**src/rtl/pwr_seq_pkg.sv**
```systemverilog
// pwr_seq_pkg: state encoding and control-pin reset levels shared by the PD sequencer
package pwr_seq_pkg;
  typedef enum logic [3:0] {
    ST_ON, ST_DN_CLK, ST_DN_ISO, ST_DN_RET, ST_DN_RST, ST_DN_PWR,
    ST_OFF, ST_UP_PWR, ST_UP_RST, ST_UP_RET, ST_UP_ISO, ST_UP_CLK
  } seq_state_t;
  localparam logic RST_CLK_EN     = 1'b0;
  localparam logic RST_ISO        = 1'b1;
  localparam logic RST_RET        = 1'b0;
  localparam logic RST_RSTN       = 1'b0;
  localparam logic RST_PWR_ON_REQ = 1'b1;
endpackage

```
**src/rtl/pwr_seq_timer.sv**
```systemverilog
// pwr_seq_timer: loadable down-counter that flags expiry once it reaches zero
module pwr_seq_timer #(
  parameter int W = 8
) (
  input  logic         i_aon_clk,
  input  logic         i_soc_pwr_on_rst,
  input  logic         load_i,
  input  logic [W-1:0] val_i,
  input  logic         dec_i,
  output logic         expired_o
);
  logic [W-1:0] cnt_q, cnt_d;
  // load wins; otherwise count down and park at zero
  always_comb cnt_d = load_i ? val_i : (dec_i && cnt_q != '0) ? cnt_q - W'(1) : cnt_q;
  // count register
  always_ff @(posedge i_aon_clk or posedge i_soc_pwr_on_rst)
    if (i_soc_pwr_on_rst) cnt_q <= '0;
    else cnt_q <= cnt_d;
  assign expired_o = cnt_q == '0;
endmodule

```
**src/rtl/pd_pwr_sequencer.sv**
```systemverilog
// pd_pwr_sequencer: orders clock-gate, isolation, retention, reset and power-switch controls for one domain
module pd_pwr_sequencer
  import pwr_seq_pkg::*;
#(
  parameter int DLY_W = 8,
  parameter int TO_W  = 12
) (
  input  logic             i_aon_clk,
  input  logic             i_soc_pwr_on_rst,
  input  logic             i_sleep_cmd,
  input  logic             i_wake_cmd,
  input  logic             i_pwrgate_en,
  input  logic [DLY_W-1:0] i_step_dly,
  input  logic [TO_W-1:0]  i_ack_timeout,
  input  logic             i_pwr_on_ack,
  input  logic             i_err_clr,
  output logic             o_clk_en,
  output logic             o_iso,
  output logic             o_ret,
  output logic             o_rstn,
  output logic             o_pwr_on_req,
  output logic             o_pd_on,
  output logic             o_busy,
  output logic             o_done,
  output logic             o_err_timeout
);
  seq_state_t state_q, state_d;
  logic mode_q, to_en_q, err_q;
  logic clk_en_q, iso_q, ret_q, rstn_q, pwr_on_req_q, pd_on_q, busy_q, done_q;
  logic step_chg, step_exp, to_exp, in_wait, ack_ok, timeout, rest_d;
  assign step_chg = state_d != state_q;
  assign in_wait  = state_q inside {ST_DN_PWR, ST_UP_PWR};
  assign ack_ok   = (state_q == ST_UP_PWR) == i_pwr_on_ack;
  assign timeout  = in_wait && !ack_ok && to_exp && to_en_q;
  assign rest_d   = state_q inside {ST_ON, ST_OFF};
  pwr_seq_timer #(.W(DLY_W)) u_step (
    .i_aon_clk(i_aon_clk), .i_soc_pwr_on_rst(i_soc_pwr_on_rst),
    .load_i(step_chg), .val_i(i_step_dly), .dec_i(1'b1), .expired_o(step_exp)
  );
  pwr_seq_timer #(.W(TO_W)) u_to (
    .i_aon_clk(i_aon_clk), .i_soc_pwr_on_rst(i_soc_pwr_on_rst),
    .load_i(step_chg), .val_i(i_ack_timeout), .dec_i(in_wait && !ack_ok), .expired_o(to_exp)
  );
  // next state: timed steps advance on step expiry, wait steps on ack or timeout
  always_comb begin
    state_d = state_q;
    case (state_q)
      ST_ON:     if (i_sleep_cmd && !i_wake_cmd) state_d = ST_DN_CLK;
      ST_DN_CLK: if (step_exp) state_d = ST_DN_ISO;
      ST_DN_ISO: if (step_exp) state_d = mode_q ? ST_DN_RET : ST_DN_RST;
      ST_DN_RET: if (step_exp) state_d = ST_DN_RST;
      ST_DN_RST: if (step_exp) state_d = mode_q ? ST_DN_PWR : ST_OFF;
      ST_DN_PWR: state_d = ack_ok ? ST_OFF : timeout ? ST_UP_PWR : ST_DN_PWR;
      ST_OFF:    if (i_wake_cmd) state_d = mode_q ? ST_UP_PWR : ST_UP_RST;
      ST_UP_PWR: if (ack_ok) state_d = ST_UP_RST;
      ST_UP_RST: if (step_exp) state_d = mode_q ? ST_UP_RET : ST_UP_ISO;
      ST_UP_RET: if (step_exp) state_d = ST_UP_ISO;
      ST_UP_ISO: if (step_exp) state_d = ST_UP_CLK;
      ST_UP_CLK: if (step_exp) state_d = ST_ON;
      default:   state_d = ST_UP_PWR;
    endcase
  end
  // state, gating mode latched on leaving ON, timeout arm flag and sticky error (set beats clear)
  always_ff @(posedge i_aon_clk or posedge i_soc_pwr_on_rst)
    if (i_soc_pwr_on_rst) begin
      state_q <= ST_UP_PWR;
      mode_q  <= 1'b1;
      to_en_q <= 1'b0;
      err_q   <= 1'b0;
    end else begin
      state_q <= state_d;
      if (state_q == ST_ON && step_chg) mode_q <= i_pwrgate_en;
      to_en_q <= step_chg ? (i_ack_timeout != '0) : (to_en_q && !timeout);
      err_q   <= timeout || (err_q && !i_err_clr);
    end
  // control pins follow the current step one clock later; untouched pins hold their level
  always_ff @(posedge i_aon_clk or posedge i_soc_pwr_on_rst)
    if (i_soc_pwr_on_rst) begin
      clk_en_q     <= RST_CLK_EN;
      iso_q        <= RST_ISO;
      ret_q        <= RST_RET;
      rstn_q       <= RST_RSTN;
      pwr_on_req_q <= RST_PWR_ON_REQ;
      pd_on_q      <= 1'b0;
      busy_q       <= 1'b1;
      done_q       <= 1'b0;
    end else begin
      clk_en_q     <= state_q == ST_DN_CLK ? 1'b0 : state_q == ST_UP_CLK ? 1'b1 : clk_en_q;
      iso_q        <= state_q == ST_DN_ISO ? 1'b1 : state_q == ST_UP_ISO ? 1'b0 : iso_q;
      ret_q        <= state_q == ST_DN_RET ? 1'b1 : state_q == ST_UP_RET ? 1'b0 : ret_q;
      rstn_q       <= state_q == ST_DN_RST ? 1'b0 : state_q == ST_UP_RST ? 1'b1 : rstn_q;
      pwr_on_req_q <= state_q == ST_DN_PWR ? 1'b0 : state_q == ST_UP_PWR ? 1'b1 : pwr_on_req_q;
      pd_on_q      <= state_q == ST_ON;
      busy_q       <= !rest_d;
      done_q       <= rest_d && busy_q;
    end
  assign o_clk_en      = clk_en_q;
  assign o_iso         = iso_q;
  assign o_ret         = ret_q;
  assign o_rstn        = rstn_q;
  assign o_pwr_on_req  = pwr_on_req_q;
  assign o_pd_on       = pd_on_q;
  assign o_busy        = busy_q;
  assign o_done        = done_q;
  assign o_err_timeout = err_q;
endmodule

```
**config.mk**
```make
export PLATFORM = sky130hd
export DESIGN_NAME = pd_pwr_sequencer
export DESIGN_NICKNAME = d
export VERILOG_FILES = /design/src/rtl/pwr_seq_pkg.sv /design/src/rtl/pwr_seq_timer.sv /design/src/rtl/pd_pwr_sequencer.sv
export SDC_FILE = /design/constraint.sdc
export NUM_CORES = 1
export LEC_CHECK = 0
export CAP_MARGIN = 40
export CORE_MARGIN = 3
export CORE_UTILIZATION = 50
export DETAILED_ROUTE_END_ITERATION = 8
export PLACE_DENSITY = 0.78
export SLEW_MARGIN = 20
export SYNTH_ARGS = -nofsm -noshare
export SYNTH_HDL_FRONTEND = slang
export SYNTH_SLANG_ARGS = --single-unit
```
**constraint.sdc**
```tcl
create_clock -name i_aon_clk -period 3.25 [get_ports i_aon_clk]
set_input_delay 0.4875 -clock i_aon_clk [delete_from_list [all_inputs] [get_ports i_aon_clk]]
set_output_delay 0.4875 -clock i_aon_clk [all_outputs]
set_load 0.02 [all_outputs]
```
# After elaboration in Yosys (flattened, before gate mapping)
# Index checks and enable logic that the tools add are counted.
op_classes:
  n_addsub: 2
  eq_ne: 13
  muxes: 33
  n_reduce_logical: 29
ops:
  columns: ["op", "count"]
  rows:
  - ["4-bit 2-to-1 mux", 12]
  - ["4-bit case mux with 12 select lines", 1]
  - ["12-bit 2-to-1 mux", 2]
  - ["12-bit nonzero test", 2]
  - ["4-bit by 3-bit == test with 1-bit output (second input constant)", 4]
  - ["4-bit == test (second input constant)", 4]
  - ["8-bit 2-to-1 mux", 2]
  - ["2-bit nonzero test", 8]
  - ["12-bit logical NOT", 1]
  - ["12-bit by 1-bit subtractor with 12-bit output (second input constant)", 1]
  - ["1-bit 2-to-1 mux", 11]
  - ["1-bit logical AND", 9]
  - ["4-bit by 2-bit == test with 1-bit output (second input constant)", 2]
  - ["8-bit logical NOT", 1]
  - ["2-bit 2-to-1 mux", 4]
  - ["8-bit nonzero test", 1]
  - ["8-bit by 1-bit subtractor with 8-bit output (second input constant)", 1]
  - ["1-bit logical NOT", 5]
  - ["4-bit by 1-bit == test with 1-bit output (second input constant)", 1]
  - ["4-bit logical NOT", 1]
  - ["4-bit inequality test", 1]
  - ["3-bit 2-to-1 mux", 1]
  - ["1-bit == test", 1]
  - ["1-bit logical OR", 1]
word_totals:
  regBits: 35
  in_bits: 27
  output_inout_bits: 9
  word_cells: 91

# Depth between registers and ports, before layout
# Gate-level depths: netlist of the first run.
logic_depth:
  word_depth: 11
  depth_mapped: 10
  depth_no_buf: 8

# Hierarchy
# A second synthesis of the first run with hierarchy kept.
unflattened:
  cells_unflattened: 271
  hier_area_um2: 2327.2
by_module_without_submodules:
  columns: ["mod", "n_inst", "cells_per_inst", "area_each_um2", "seq_area_each_um2"]
  rows:
  - ["pd_pwr_sequencer", 1, 116, 955.9, 384.1]
  - ["pwr_seq_timer (u_to)", 1, 91, 780.7, 300.3]
  - ["pwr_seq_timer (u_step)", 1, 64, 590.6, 200.2]

# Worst setup path before layout of the first run
# OpenSTA, ideal clock, no wires.
synth_path:
  kind: "reg-to-reg"
  startpoint: "register state_q[2]"
  endpoint: "register u_step.cnt_q[0]"
  t_arrival_ns: 2.526
  slack_ns: 0.599
  path_stages_with_launch: 9
  n_path_buf: 2
  period_less_slack_ns: 2.651
  cell_sequence: "dfstp_2 > clkbuf_1 > inv_1 > and3_1 > o31ai_1 > a31oi_4 > nor3_4 > buf_12 > mux2_4"
synth_via:
  elab_chain_cells: 11
synth_lines:
  columns: ["item", "line_no", "text"]
  rows:
  - ["from (decl)", "pd_pwr_sequencer.sv:27", "seq_state_t state_q, state_d;"]
  - ["from (signal assigned)", "pd_pwr_sequencer.sv:71", "state_q <= state_d;"]
  - ["4-bit by 3-bit == test with 1-bit output", "pd_pwr_sequencer.sv:32, pd_pwr_sequencer.sv:33, pd_pwr_sequencer.sv:47", null]
  - ["1-bit == test", "pd_pwr_sequencer.sv:33", "assign ack_ok = (state_q == ST_UP_PWR) == i_pwr_on_ack;"]
  - ["1-bit logical NOT", "pd_pwr_sequencer.sv:34", "assign timeout = in_wait && !ack_ok && to_exp && to_en_q;"]
  - ["1-bit logical AND (3 in series)", "pd_pwr_sequencer.sv:34", null]
  - ["2-bit 2-to-1 mux (2 in series)", "pd_pwr_sequencer.sv:53", "ST_DN_PWR: state_d = ack_ok ? ST_OFF : timeout ? ST_UP_PWR : ST_DN_PWR;"]
  - ["4-bit case mux with 12 select lines", "pd_pwr_sequencer.sv:47", "case (state_q)"]
  - ["4-bit inequality test *", "pd_pwr_sequencer.sv:31", "assign step_chg = state_d != state_q;"]
  - ["8-bit 2-to-1 mux or 2-bit nonzero test (tied branches)", null, null]
  - ["to (signal assigned)", "pwr_seq_timer.sv:18", "else cnt_q <= cnt_d;"]
  - ["to (decl)", "pwr_seq_timer.sv:12", "logic [W-1:0] cnt_q, cnt_d;"]
# Every way passes the cells marked *; elsewhere a longest branch is shown, timed or not.
# A chain may end at the register's enable or synchronous reset.

# Worst setup path after layout of the first run
layout_path:
  startpoint: "register u_step.cnt_q[0]"
  endpoint: "register u_to.cnt_q[10]"
layout_via:
  elab_chain_cells: 5
layout_lines:
  columns: ["item", "line_no", "text"]
  rows:
  - ["8-bit logical NOT *", "pwr_seq_timer.sv:19", "assign expired_o = cnt_q == '0;"]
  - ["4-bit 2-to-1 mux (tied with other cells)", "pd_pwr_sequencer.sv:59", "ST_UP_CLK: if (step_exp) state_d = ST_ON;"]
  - ["4-bit case mux with 12 select lines *", "pd_pwr_sequencer.sv:47", null]
  - ["4-bit inequality test *", "pd_pwr_sequencer.sv:31", null]
  - ["12-bit 2-to-1 mux or 2-bit nonzero test (tied branches)", null, null]
  - ["to (signal assigned)", "pwr_seq_timer.sv:18", null]
  - ["to (decl)", "pwr_seq_timer.sv:12", null]
# Marked as above.

==> summary.md, run 1 <==
| Metric | Value |
|---|---|
| WL per Instance | 14.4 um |
| Worst R2R End | u_to.cnt_q[10] |
| Number of post-CTS setup repair buffers | 0 |
| Global-route wire length before repair | a little under 8000 um |
| Vias after detailed routing | 1835 |
| Layout net count | between 300 and 400 |
| DR vias/cell | between 5 and 6 |
| Slew headroom | a little under three fifths |
| CTS clk-pin slew, worst paths | approximately 70 ps |
| CTS tree | done |
| Layout cells sized above 1 | 16.8% |
| Syn_area_per_cell | ~9.5 um2 |
| Synth top area cells | dfrtp_1 (31%), dfstp_2 (8.3%), mux2_4 (6.1%) |
| Post-layout util | between 60% and 70% |
| Antenna-violating nets left | 0 |
| PwrDens | slightly above 1000 nW/um2 |
| Most common cell after layout, fill and taps aside | clkdlybuf4s50_1 |
| Hold Path Sink | o_pwr_on_req |
| Fmax | roughly 340 MHz |
| Ys flop type | dfrtp_1 |
| Htree depth | 2 |
| Worst r2r path cells | 9 |
| Final period util | between 80% and 90% |
| DP Cell Count | between 300 and 400 |
| Yosys reg bits | 35 |
| Cell taking the most area after synthesis | dfrtp_1 |
| Post-synth EDFFs | 0 |
| Clock Latency Late Sink | 280 ps |
| Initial DRC Count | approximately 180 |
| Hold path cells | 2 |
| Lkg Pwr | about 1.1 nW |
| Hold WS | 471 ps |
| Initial core utilization | between 50% and 60% |
| Sum of negative setup slack | 0 ps |
| Status | completed |
| Slew Limit Fails | 0 |
| DIE AREA | 5290 um2 |
| Final Instance Count excl. Fillers | ~320 |
| Max Cap Violations | 0 |
| Syn Inst Count | approximately 240 |
| Max Buffers Root-to-Sink | 2 |
| CTS resizes | 0 |
| Width of the die | 72.7 um |
| HP Class | reg -> reg |
| CP Class | reg -> reg |
| Data required, critical path | 3420 ps |
| R2R Setup Slk | roughly 350 ps |
| DRC viols | 0 |
| CP max FO | 19 |
| N_diodes | 0 |
| Most frequent cells in the layout | clkdlybuf4s50_1 (35), dfrtp_1 (28), nand2_1 (27), nor2_1 (21), o21ai_0 (17) |
| GRT Total Usage | about a fifth |
| Syn Nets | about 270 |
| Worst setup EP type | register |
| Largest net degree at the start of global routing | 36 |
| Post-synthesis sequential area ratio | between 30% and 40% |
| Mapped Area | 2230 um2 |
| Drt first pass iters | 4 |
| Vias in the first global route | roughly 1800 |
| Design area | between 2000 and 3000 um2 |
| Syn. warnings | 0 |
| Hold_sp | o_pwr_on_req |
| Skew final | between 5 and 6 ps |
| Slew @ Worst Pin | approximately 660 ps |
| Post-DP HPWL | approximately 3400 um |
| Asr flop ratio synth | 100% |
| I/O Buffers | 35 |
| Final Hold Vio Count | 0 |
| Area Overhead vs Synth | 24.2% |
| Site row count | 23 |
| CP Launch Type | register |
| Unrepaired setup endpoints after global routing | no |
| Number of I/O pins | 36 |
| Core region area | 4140 um2 |
| Distinct cell type count after synthesis | 48 |
| Root Driver | clkbuf_8 |
| Critical R2R Launch | u_step.cnt_q[0] |
| Final setup vio count | 0 |
| Remaining global-route overflow | 0 |
| Worst path arrival time | around 3000 ps |
| VDD IR-drop max | roughly 570 uV |
| Gpl congestion | ~0.92 |
| Clk sinks | 35 |
| WL final | between 4000 and 5000 um |
| Share of the synthesized area in the top cell type | around a third |
| Number of CTS-inserted buffers | 5 |
| Placed cell areas | approximately 2600 um2 |
| Hold-fix buffers, CTS | 0 |
| Die H | 72.7 um |
| Initial antenna violation count | 0 |
| Final min period | between 2000 and 3000 ps |
==> metrics by stage <==
step                setup slack, ps  total power [mW]
detailed placement              257              2.38
floorplan                       599              2.05
global placement                294              2.33
global route                    132              3.05
CTS                             370              2.86
finish                          351              2.84
==> synth_stat cells, drive strengths merged, types with 3 or more instances <==
library cell  number
ha                 3
dfrtp             28
clkbuf             6
xor2               5
dfstp              7
or3                5
inv               13
nor3               9
nor2              21
buf                3
xnor2             10
mux2              19
nor4               7
a21oi             10
o31ai              3
and2               3
nand2             27
o21ai             17
nand2b             5
==> report_power, final <==
part | total, mW | switching, mW | internal [mW]
Sequential | 0.940 | 0.262 | 0.679
Clock | 0.469 | 0.163 | 0.306
Combinational | 1.43 | 0.641 | 0.793
Total | 2.84 | 1.07 | 1.78
==> layer usage <==
| metal | global-route usage, % | share of wire [%] | vias to the layer above |
|---|---|---|---|
| met4 | 5.12 | 0.62 | 0 |
| li1 | - | - | 911 |
| met3 | 3.44 | 5.6 | 4 |
| met5 | 0 | 0 | - |
| met1 | 24.9 | 45 | 867 |
| met2 | 31.1 | 48 | 53 |
==> registers in the layout (all words and copies together), names as in the netlist <==
register       flops
o_pd_on            1
o_err_timeout      1
o_ret              1
to_en_q            1
o_pwr_on_req       1
o_clk_en           1
state_q            4
o_rstn             1
o_iso              1
u_step.cnt_q       8
o_busy             1
u_to.cnt_q        12
mode_q             1
o_done             1
==> cell families after synthesis <==
kind of cell,synth area share [%]
xor+xnor,5.90
compound gates,14.2
fa+ha+maj,1.69
buf+inv,4.55
simple gates,21.9
flops,39.7
mux,12.0
==> worst max-delay path, cell delays in order, from the launching register on <==
cell and delay, ps:
dfrtp_1 420, inv_1 70, ha_1 190, or4b_2 660
nor2_1 420, o21ai_0 210, nor2_1 270, nor3_4 70
buf_12 170, mux2_4 300
==> final cells by class <==
type / instances / area, um2
Timing Repair Buffer: 39 / 393
Sequential cell: 35 / 885
Multi-Input combinational cell: 178 / 1240
Clock buffer: 5 / 68.8
Tap cell: 50 / 62.6
Fill cell: 338 / 1380
Inverter: 13 / 48.8
Clock inverter: 3 / 67.6
==> worst max-delay path by stage <==
stage	slack, ps	start	depth (start not counted)	to
after global placement	290	i_wake_cmd	8	u_to.cnt_q[5]
after CTS	370	u_step.cnt_q[0]	9	u_to.cnt_q[8]
after global routing	130	u_step.cnt_q[0]	9	u_to.cnt_q[10]
after floorplan	600	state_q[2]	8	u_step.cnt_q[0]
final	350	u_step.cnt_q[0]	9	u_to.cnt_q[10]
after detailed placement	260	i_wake_cmd	8	u_to.cnt_q[4]
No activity file was read; power rests on OpenSTA's default activity.
==> run 2, diff against run 1 <==
--- a/config.mk
+++ b/config.mk
@@ -5,7 +5,7 @@
 export SDC_FILE = /design/constraint.sdc
 export NUM_CORES = 1
 export LEC_CHECK = 0
-export CAP_MARGIN = 40
+export CAP_MARGIN = 20
 export CORE_MARGIN = 3
 export CORE_UTILIZATION = 50
 export DETAILED_ROUTE_END_ITERATION = 8
==> results of run 2 <==
Same layout as run 1: the final DEF is identical, and so are final timing and power.
